### config.mk
export PLATFORM = sky130hd
export DESIGN_NAME = seg_scan_n
export DESIGN_NICKNAME = d
export VERILOG_FILES = /design/src/rtl/seg_scan_n.sv
export SDC_FILE = /design/constraint.sdc
export NUM_CORES = 1
export LEC_CHECK = 0
export CORE_AREA = 4 4 71 73
export DETAILED_ROUTE_END_ITERATION = 16
export DIE_AREA = 0 0 75 77
export MAX_ROUTING_LAYER = met4
export PLACE_DENSITY = 0.77
export SLEW_MARGIN = 30
export SYNTH_ARGS = -nofsm -noshare
export SYNTH_HDL_FRONTEND = slang
export SYNTH_SLANG_ARGS = --single-unit
export TNS_END_PERCENT = 30
### constraint.sdc
create_clock -name clk -period 2.7 [get_ports clk]
set_input_delay 0.54 -clock clk [delete_from_list [all_inputs] [get_ports clk]]
set_output_delay 0.54 -clock clk [all_outputs]
set_load 0.01 [all_outputs]
### src/rtl/seg_scan_n.sv
// rtl/seg_scan_n.sv - N-digit multiplexed seven-segment scanner with dp, leading-zero blanking, blink and guard.
module seg_scan_n #(
  parameter int N         = 4,
  parameter int DWELL     = 200000,
  parameter int GUARD     = 1000,
  parameter int BLINK_DIV = 128
) (
  input  logic           clk,
  input  logic           rst,
  input  logic [4*N-1:0] digits,
  input  logic [N-1:0]   dp_en,
  input  logic           lz_en,
  input  logic [N-1:0]   blink_mask,
  output logic [N-1:0]   ena,
  output logic [7:0]     light
);

  localparam int CW = $clog2(DWELL);
  localparam int IW = (N > 1) ? $clog2(N) : 1;
  localparam int BW = (BLINK_DIV > 1) ? $clog2(BLINK_DIV) : 1;
  localparam int NP = 1 << IW;
  localparam logic [CW-1:0] CNT_MAX  = CW'(DWELL - 1);
  localparam logic [IW-1:0] IDX_MAX  = IW'(N - 1);
  localparam logic [BW-1:0] BCNT_MAX = BW'(BLINK_DIV - 1);

  logic [CW-1:0] cnt_q, cnt_d;
  logic [IW-1:0] idx_q, idx_d;
  logic [BW-1:0] bcnt_q, bcnt_d;
  logic          bph_q, bph_d;
  logic [N-1:0]  ena_q, ena_d;
  logic [7:0]    light_q, light_d;

  logic            tick, guard_ok, visible, sup_cur, dp_cur;
  logic [3:0]      cur;
  logic [NP-1:0]   dp_pad, bm_pad, sup_pad;
  logic [4*NP-1:0] dig_pad;

  function automatic logic [6:0] decode(input logic [3:0] v);
    case (v)
      4'h0: decode = 7'h3F;
      4'h1: decode = 7'h06;
      4'h2: decode = 7'h5B;
      4'h3: decode = 7'h4F;
      4'h4: decode = 7'h66;
      4'h5: decode = 7'h6D;
      4'h6: decode = 7'h7D;
      4'h7: decode = 7'h07;
      4'h8: decode = 7'h7F;
      4'h9: decode = 7'h6F;
      4'hA: decode = 7'h77;
      4'hB: decode = 7'h7C;
      4'hC: decode = 7'h39;
      4'hD: decode = 7'h5E;
      4'hE: decode = 7'h79;
      default: decode = 7'h71;
    endcase
  endfunction

  if (GUARD == 0) begin : g_no_guard
    assign guard_ok = 1'b1;
  end else begin : g_guard
    assign guard_ok = (cnt_q >= CW'(GUARD));
  end

  // A digit is blanked when it and every more-significant digit are zero.
  always_comb begin : suppress
    logic az;
    az      = 1'b1;
    sup_pad = '0;
    for (int i = N - 1; i >= 0; i--) begin
      az         = az & (digits[4*i +: 4] == 4'd0);
      sup_pad[i] = lz_en & az & (i != 0);
    end
  end

  always_comb begin
    dp_pad          = '0;
    bm_pad          = '0;
    dig_pad         = '0;
    dp_pad[N-1:0]   = dp_en;
    bm_pad[N-1:0]   = blink_mask;
    dig_pad[4*N-1:0] = digits;
  end

  always_comb begin
    tick    = (cnt_q == CNT_MAX);
    cnt_d   = tick ? '0 : cnt_q + CW'(1);
    idx_d   = idx_q;
    bcnt_d  = bcnt_q;
    bph_d   = bph_q;
    if (tick) begin
      idx_d = (idx_q == IDX_MAX) ? '0 : idx_q + IW'(1);
      if (bcnt_q == BCNT_MAX) begin
        bcnt_d = '0;
        bph_d  = ~bph_q;
      end else begin
        bcnt_d = bcnt_q + BW'(1);
      end
    end

    cur     = dig_pad[4*idx_q +: 4];
    sup_cur = sup_pad[idx_q];
    dp_cur  = dp_pad[idx_q];
    visible = guard_ok & ~(bm_pad[idx_q] & bph_q) & (~sup_cur | dp_cur);

    ena_d = '0;
    for (int i = 0; i < N; i++) begin
      if (idx_q == IW'(i)) ena_d[i] = visible;
    end
    light_d = visible ? {dp_cur, (sup_cur ? 7'd0 : decode(cur))} : 8'd0;
  end

  always_ff @(posedge clk) begin
    if (rst) begin
      cnt_q   <= '0;
      idx_q   <= '0;
      bcnt_q  <= '0;
      bph_q   <= 1'b0;
      ena_q   <= '0;
      light_q <= 8'd0;
    end else begin
      cnt_q   <= cnt_d;
      idx_q   <= idx_d;
      bcnt_q  <= bcnt_d;
      bph_q   <= bph_d;
      ena_q   <= ena_d;
      light_q <= light_d;
    end
  end

  assign ena   = ena_q;
  assign light = light_q;

endmodule

Word level (Yosys, flattened, before mapping)
Memories as Yosys holds them, arrays and structs flattened. A register that Yosys moved wholly into a read port is not among the register bits.
Index checks and enable logic that the tools add are counted.
{ "classes": {"n_addsub": 3, "n_lt_le_gt_ge": 2, "eq_ne": 5, "n_shift": 1, "muxes": 8, "n_bitwise": 17, "reduce_logical": 12} }
{ "op_table": {"columns": ["op", "n"], "rows": [
  ["$add 18x1->18 const B", 1],
  ["$eq 18x18->1 const B", 1],
  ["$ge 18x10->1 const B", 1],
  ["$shiftx 16x5->4", 1],
  ["$logic_not 4->1", 3],
  ["$reduce_or 2->1", 6],
  ["$and 1x1->1", 8],
  ["$not 1->1", 8],
  ["$add 7x1->7 const B", 1],
  ["$eq 7x7->1 const B", 1],
  ["$mux 7", 1],
  ["$bmux 1 s2", 3],
  ["$eq 2x2->1 const B", 2],
  ["$lt 2x3->1 const B", 1],
  ["$mux 1", 3],
  ["$reduce_or 3->1", 1],
  ["$add 2x1->2 const B", 1],
  ["$eq 2x1->1 const B", 1],
  ["$logic_not 2->1", 1],
  ["$mux 2", 1],
  ["$reduce_and 2->1", 1],
  ["$or 1x1->1", 1]
]} }
{ "word_totals": {"reg_bits": 33, "mem_bits_ro": 112, "out_inout_bits": 12, "memories": 1} }
{ "memory_table": {"columns": ["memory", "words", "word_bits", "rd", "rd_ports_with_merged_regs", "write_ports", "line_no", "rtl"], "rows": [
  ["(no name shown)", 16, 7, 1, 1, 0, "39", "case (v)"]
]} }

Depth between registers and ports, before layout
{ "logic_depth": {"ltp_word": 11, "mapped_depth": 9, "depth_no_buf": 8} }

Worst setup path after synthesis
No wires, ideal clock.
{ "synth_timing": {"path_type": "register to register", "from": "register idx_q[0]", "to": "register light_q[5], in the netlist light[5]", "setup_ns": 0.112, "t_arrival_ns": 2.049, "required_ns": 2.588, "path_slack_ns": 0.539, "path_stages_with_launch": 10, "period_less_slack_ns": 2.161, "cell_sequence": "dfxtp_1 > buf_4 > nor2b_1 > nor2_1 > o21ai_0 > inv_1 > ha_1 > inv_1 > o21ai_1 > a2111oi_1"} }
{ "synth_via": {"elab_chain_cells": 8, "word_cells_on_any_way": 15, "classes_between": "shift: 1; mux: 6; bitwise: 7; reduce/logical: 1"} }
{ "synth_lines": {"columns": ["item", "line_no", "rtl"], "rows": [
  ["start: declaration", "27", "logic [IW-1:0] idx_q, idx_d;"],
  ["start signal: assignment", "123", "idx_q <= idx_d;"],
  ["$bmux 1 s2", "104", "visible = guard_ok & ~(bm_pad[idx_q] & bph_q) & (~sup_cur | dp_cur);"],
  ["$mux 1 (not written as such)", "104", null],
  ["$and 1x1->1", "104", null],
  ["$not 1->1", "104", null],
  ["$and 1x1->1 (2 in series)", "104", null],
  ["$not 1->1 (no source line)", null, null],
  ["$reduce_or 3->1 (no source line)", null, null],
  ["end: declaration", "31", "logic [7:0] light_q, light_d;"]
]} }
Parallel ways exist; a longest one is shown, timed or not. The select of a mux whose other input is x is not followed.
A chain may end at the register's enable or synchronous reset.

Worst setup path in the final report
{ "layout_timing": {"from": "input digits[4]", "to": "register light_q[5], in the netlist light[5]"} }
{ "layout_via": {"elab_chain_cells": 10, "word_cells_on_any_way": 11, "classes_between": "shift: 1; mux: 2; bitwise: 6; reduce/logical: 2"} }
{ "layout_lines": {"columns": ["item", "line_no", "rtl"], "rows": [
  ["start: declaration", "10", "input logic [4*N-1:0] digits,"],
  ["$logic_not 4->1", "71", "az = az & (digits[4*i +: 4] == 4'd0);"],
  ["$and 1x1->1", "71", null],
  ["$and 1x1->1", "72", "sup_pad[i] = lz_en & az & (i != 0);"],
  ["$bmux 1 s2", "102", "sup_cur = sup_pad[idx_q];"],
  ["$mux 1 (not written as such)", "102", null],
  ["$not 1->1", "104", null],
  ["$or 1x1->1", "104", null],
  ["$and 1x1->1", "104", null],
  ["$not 1->1 (no source line)", null, null],
  ["$reduce_or 3->1 (no source line)", null, null]
]} }
Parallel ways exist; a longest one is shown, timed or not. The select of a mux whose other input is x is not followed.

==> reports/results.ini <==
[die]
fp.dieH_um=77
io_pins=39
core_region_area_um2=4350
start_util_pct=52.8
chipWidth_um=75
die-area_um2=5780
rows=24

[outcome]
status=complete, no violations

[pwr]
leakage_nw=0.990
vdd_drop_max_mv=0.287
pwr_density_cell_nw_per_um2=387
p_int_w=0.000833
clockPowerShare_pct=34.4
combPwrFrac_pct=10.5
seqPwrFrac_pct=55.2
p_sw_share_pct=23.0
switching_power_w=0.000248

[worst_setup_path]
cp_data_arrival_time_ns=2.36
cp_max_fo=4
cp-end-kind=flip-flop
critPathLaunchType=input pin
crit_type=input pin to flip-flop
reg2reg_slack_ns=0.55
cp.required_ns=2.87

[sta]
rsz0062_at_grt=false
tns_ns=0
setup_viol=0
hold_viol=0
tightest_slew_ns=0.592
fin_crit_sh_pct=81.3
postLayoutSetupSlackWorst_ns=0.505
relSlewSlack_pct=60.6
min_period_ns=2.19
skew_ns=0.00575
drv_slew=0
max_freq_ghz=0.456

[placed_design]
dp_worst_setup_slack_ns=0.140
hpwl_mm=3.73
gp_congestion=0.859
io_buffers=38

[synth]
ys_types=50
synth_edf_count=0
synth_top_area_share_pct=34.8
synth-simple-area-share_pct=25.6
syn-num-nets=290
synth_compound_area_share_pct=14.4
async_flop_share_pct=0
yosys_warnings=0
synth_cells=249
synth.mux.area_fraction_pct=7.67
synth-adder-area-share_pct=7.62
ys_ff_latch=40
yosys.area.top_type=dfxtp_1
synthTopCellsByCount=dfxtp_1, nor2_1, a21oi_1, ha_1, nand3_1
synthTopCellsByArea=dfxtp_1, ha_1, mux4_2
synth_top_family_by_area=simple AND/OR/NAND/NOR gates
synth_xor_area_share_pct=4.95
seq_area_frac_synth_pct=34.8
yosysMostFrequentCell=dfxtp_1
synth_flop_cell=dfxtp_1
netlist_area_um2=2300
syn_area_per_cell_um2=9.24

[clocking]
htreeDepth=2
postCtsSetupRepairBufs=0
cts_tree=built
clk_pin_slew_ns=0.07
root_buffer=clkbuf_8
cts_buffers=5
clkLatencyLatePin_ns=0.29
clk_path_buf_depth=2
hold_buffers=0
cts-resized-gates=0
clock_sinks=40

[global_route]
grt_antenna_before_repair=0
grt_pass1_wl_mm=8.31
grt_usage_pct=18.6
grt_pass1_vias=1890
grt_start_max_net_pins=19
grt_overflow_total=0

[routing]
drt-initial-drc-count=82
wl_per_cell_um=14.2
drc=0
drt-total-wl_mm=4.83
dr.pass1.iters=4
dr_total_vias=1976
ant_nets=0
vias_per_cell=5.81

[layout]
layout.nets=329
areaGrowthSynthToFinish_pct=21.7
drive_above_1_share_pct=10.1
diodes=0

[min_path]
hp-class=flip-flop to flip-flop

[flow_run]
drv_cap=0

## layout make-up
cell class / instances / area, um2
clock buffer: 6 / 72.6
clock inverter: 1 / 5.00
fill: 373 / 1560
inverter: 11 / 41.3
multi-input combinational: 186 / 1390
sequential: 40 / 801
tap: 52 / 65.1
timing repair buffer: 44 / 425
## power groups by stage
stage               Combinational (W)  Sequential [W]  Clock, W
finish                       0.000113        0.000597  0.000372
global route                 0.000125        0.000597  0.000410
CTS                          0.000114        0.000597  0.000384
detailed placement           0.000113        0.000610         0
global placement             0.000110        0.000610         0
floorplan                   0.0000577        0.000610         0
## through the flow
stage / total power [W] / area, um2 / hold WS [ns] / cells / utilization (%)
after floorplan: 0.000667 / 2300 / 0.425 / 249 / -
after global placement: 0.000720 / 2720 / 0.436 / 333 / 62.4
after detailed placement: 0.000724 / 2720 / 0.455 / 333 / 62.4
after CTS: 0.00109 / 2790 / 0.472 / 340 / 64.2
after global routing: 0.00113 / 2800 / 0.500 / 340 / 64.3
final: 0.00108 / 2800 / 0.464 / 340 / 64.3
## state kept, by name (all words and copies together) (netlist names)
signal,flops
cnt_q,18
ena,4
bph_q,1
idx_q,2
bcnt_q,7
light,8
## kinds of logic (layout without fill, tap and decap cells)
group / Yosys count / count (layout)
AO/OA/AOI/OAI: 50 / 50
XOR/XNOR: 13 / 13
buffers and inverters: 23 / 62
adder cells (fa/ha/maj): 14 / 14
multiplexers: 10 / 10
AND/OR/NAND/NOR: 99 / 99
flip-flops: 40 / 40
## placed cells by master, fill, tap and decap left out, types with 6 or more instances in the layout
cell	n
a21oi_1	17
buf_4	6
clkdlybuf4s50_1	38
dfxtp_1	40
ha_1	14
inv_1	10
mux4_2	6
nand2_1	12
nand3_1	13
nor2_1	18
nor3_1	6
o21ai_0	10
o31ai_1	7
or4_1	10
xor2_1	8
## per-layer routing
metal	vias to the layer above	part of all wire (%)	wire, um	track usage (%)
met2	35	50	2430	30.2
met1	934	43	2090	22.4
met5	-	0	0	-
li1	997	-	-	-
met4	0	2.2	105	6.41
met3	10	4.0	194	3.92
## worst max-delay path, cell delays in order
cell and delay, ns:
clkdlybuf4s50_1 0.40, nor2b_1 0.18, nor2_1 0.07, o21ai_0 0.22
inv_1 0.13, ha_1 0.21, inv_1 0.12, o21ai_1 0.10
a2111oi_1 0.40
## path summary, 6_finish.rpt
| check | start | to | cells past startpoint |
|---|---|---|---|
| max | digits[4] | light[5] | 9 |
| min | cnt_q[0] | cnt_q[0] | 1 |
| max reg2reg | idx_q[0] | light[5] | 8 |
| min reg2reg | cnt_q[0] | cnt_q[0] | 1 |
No activity file was read; power rests on OpenSTA's default activity.
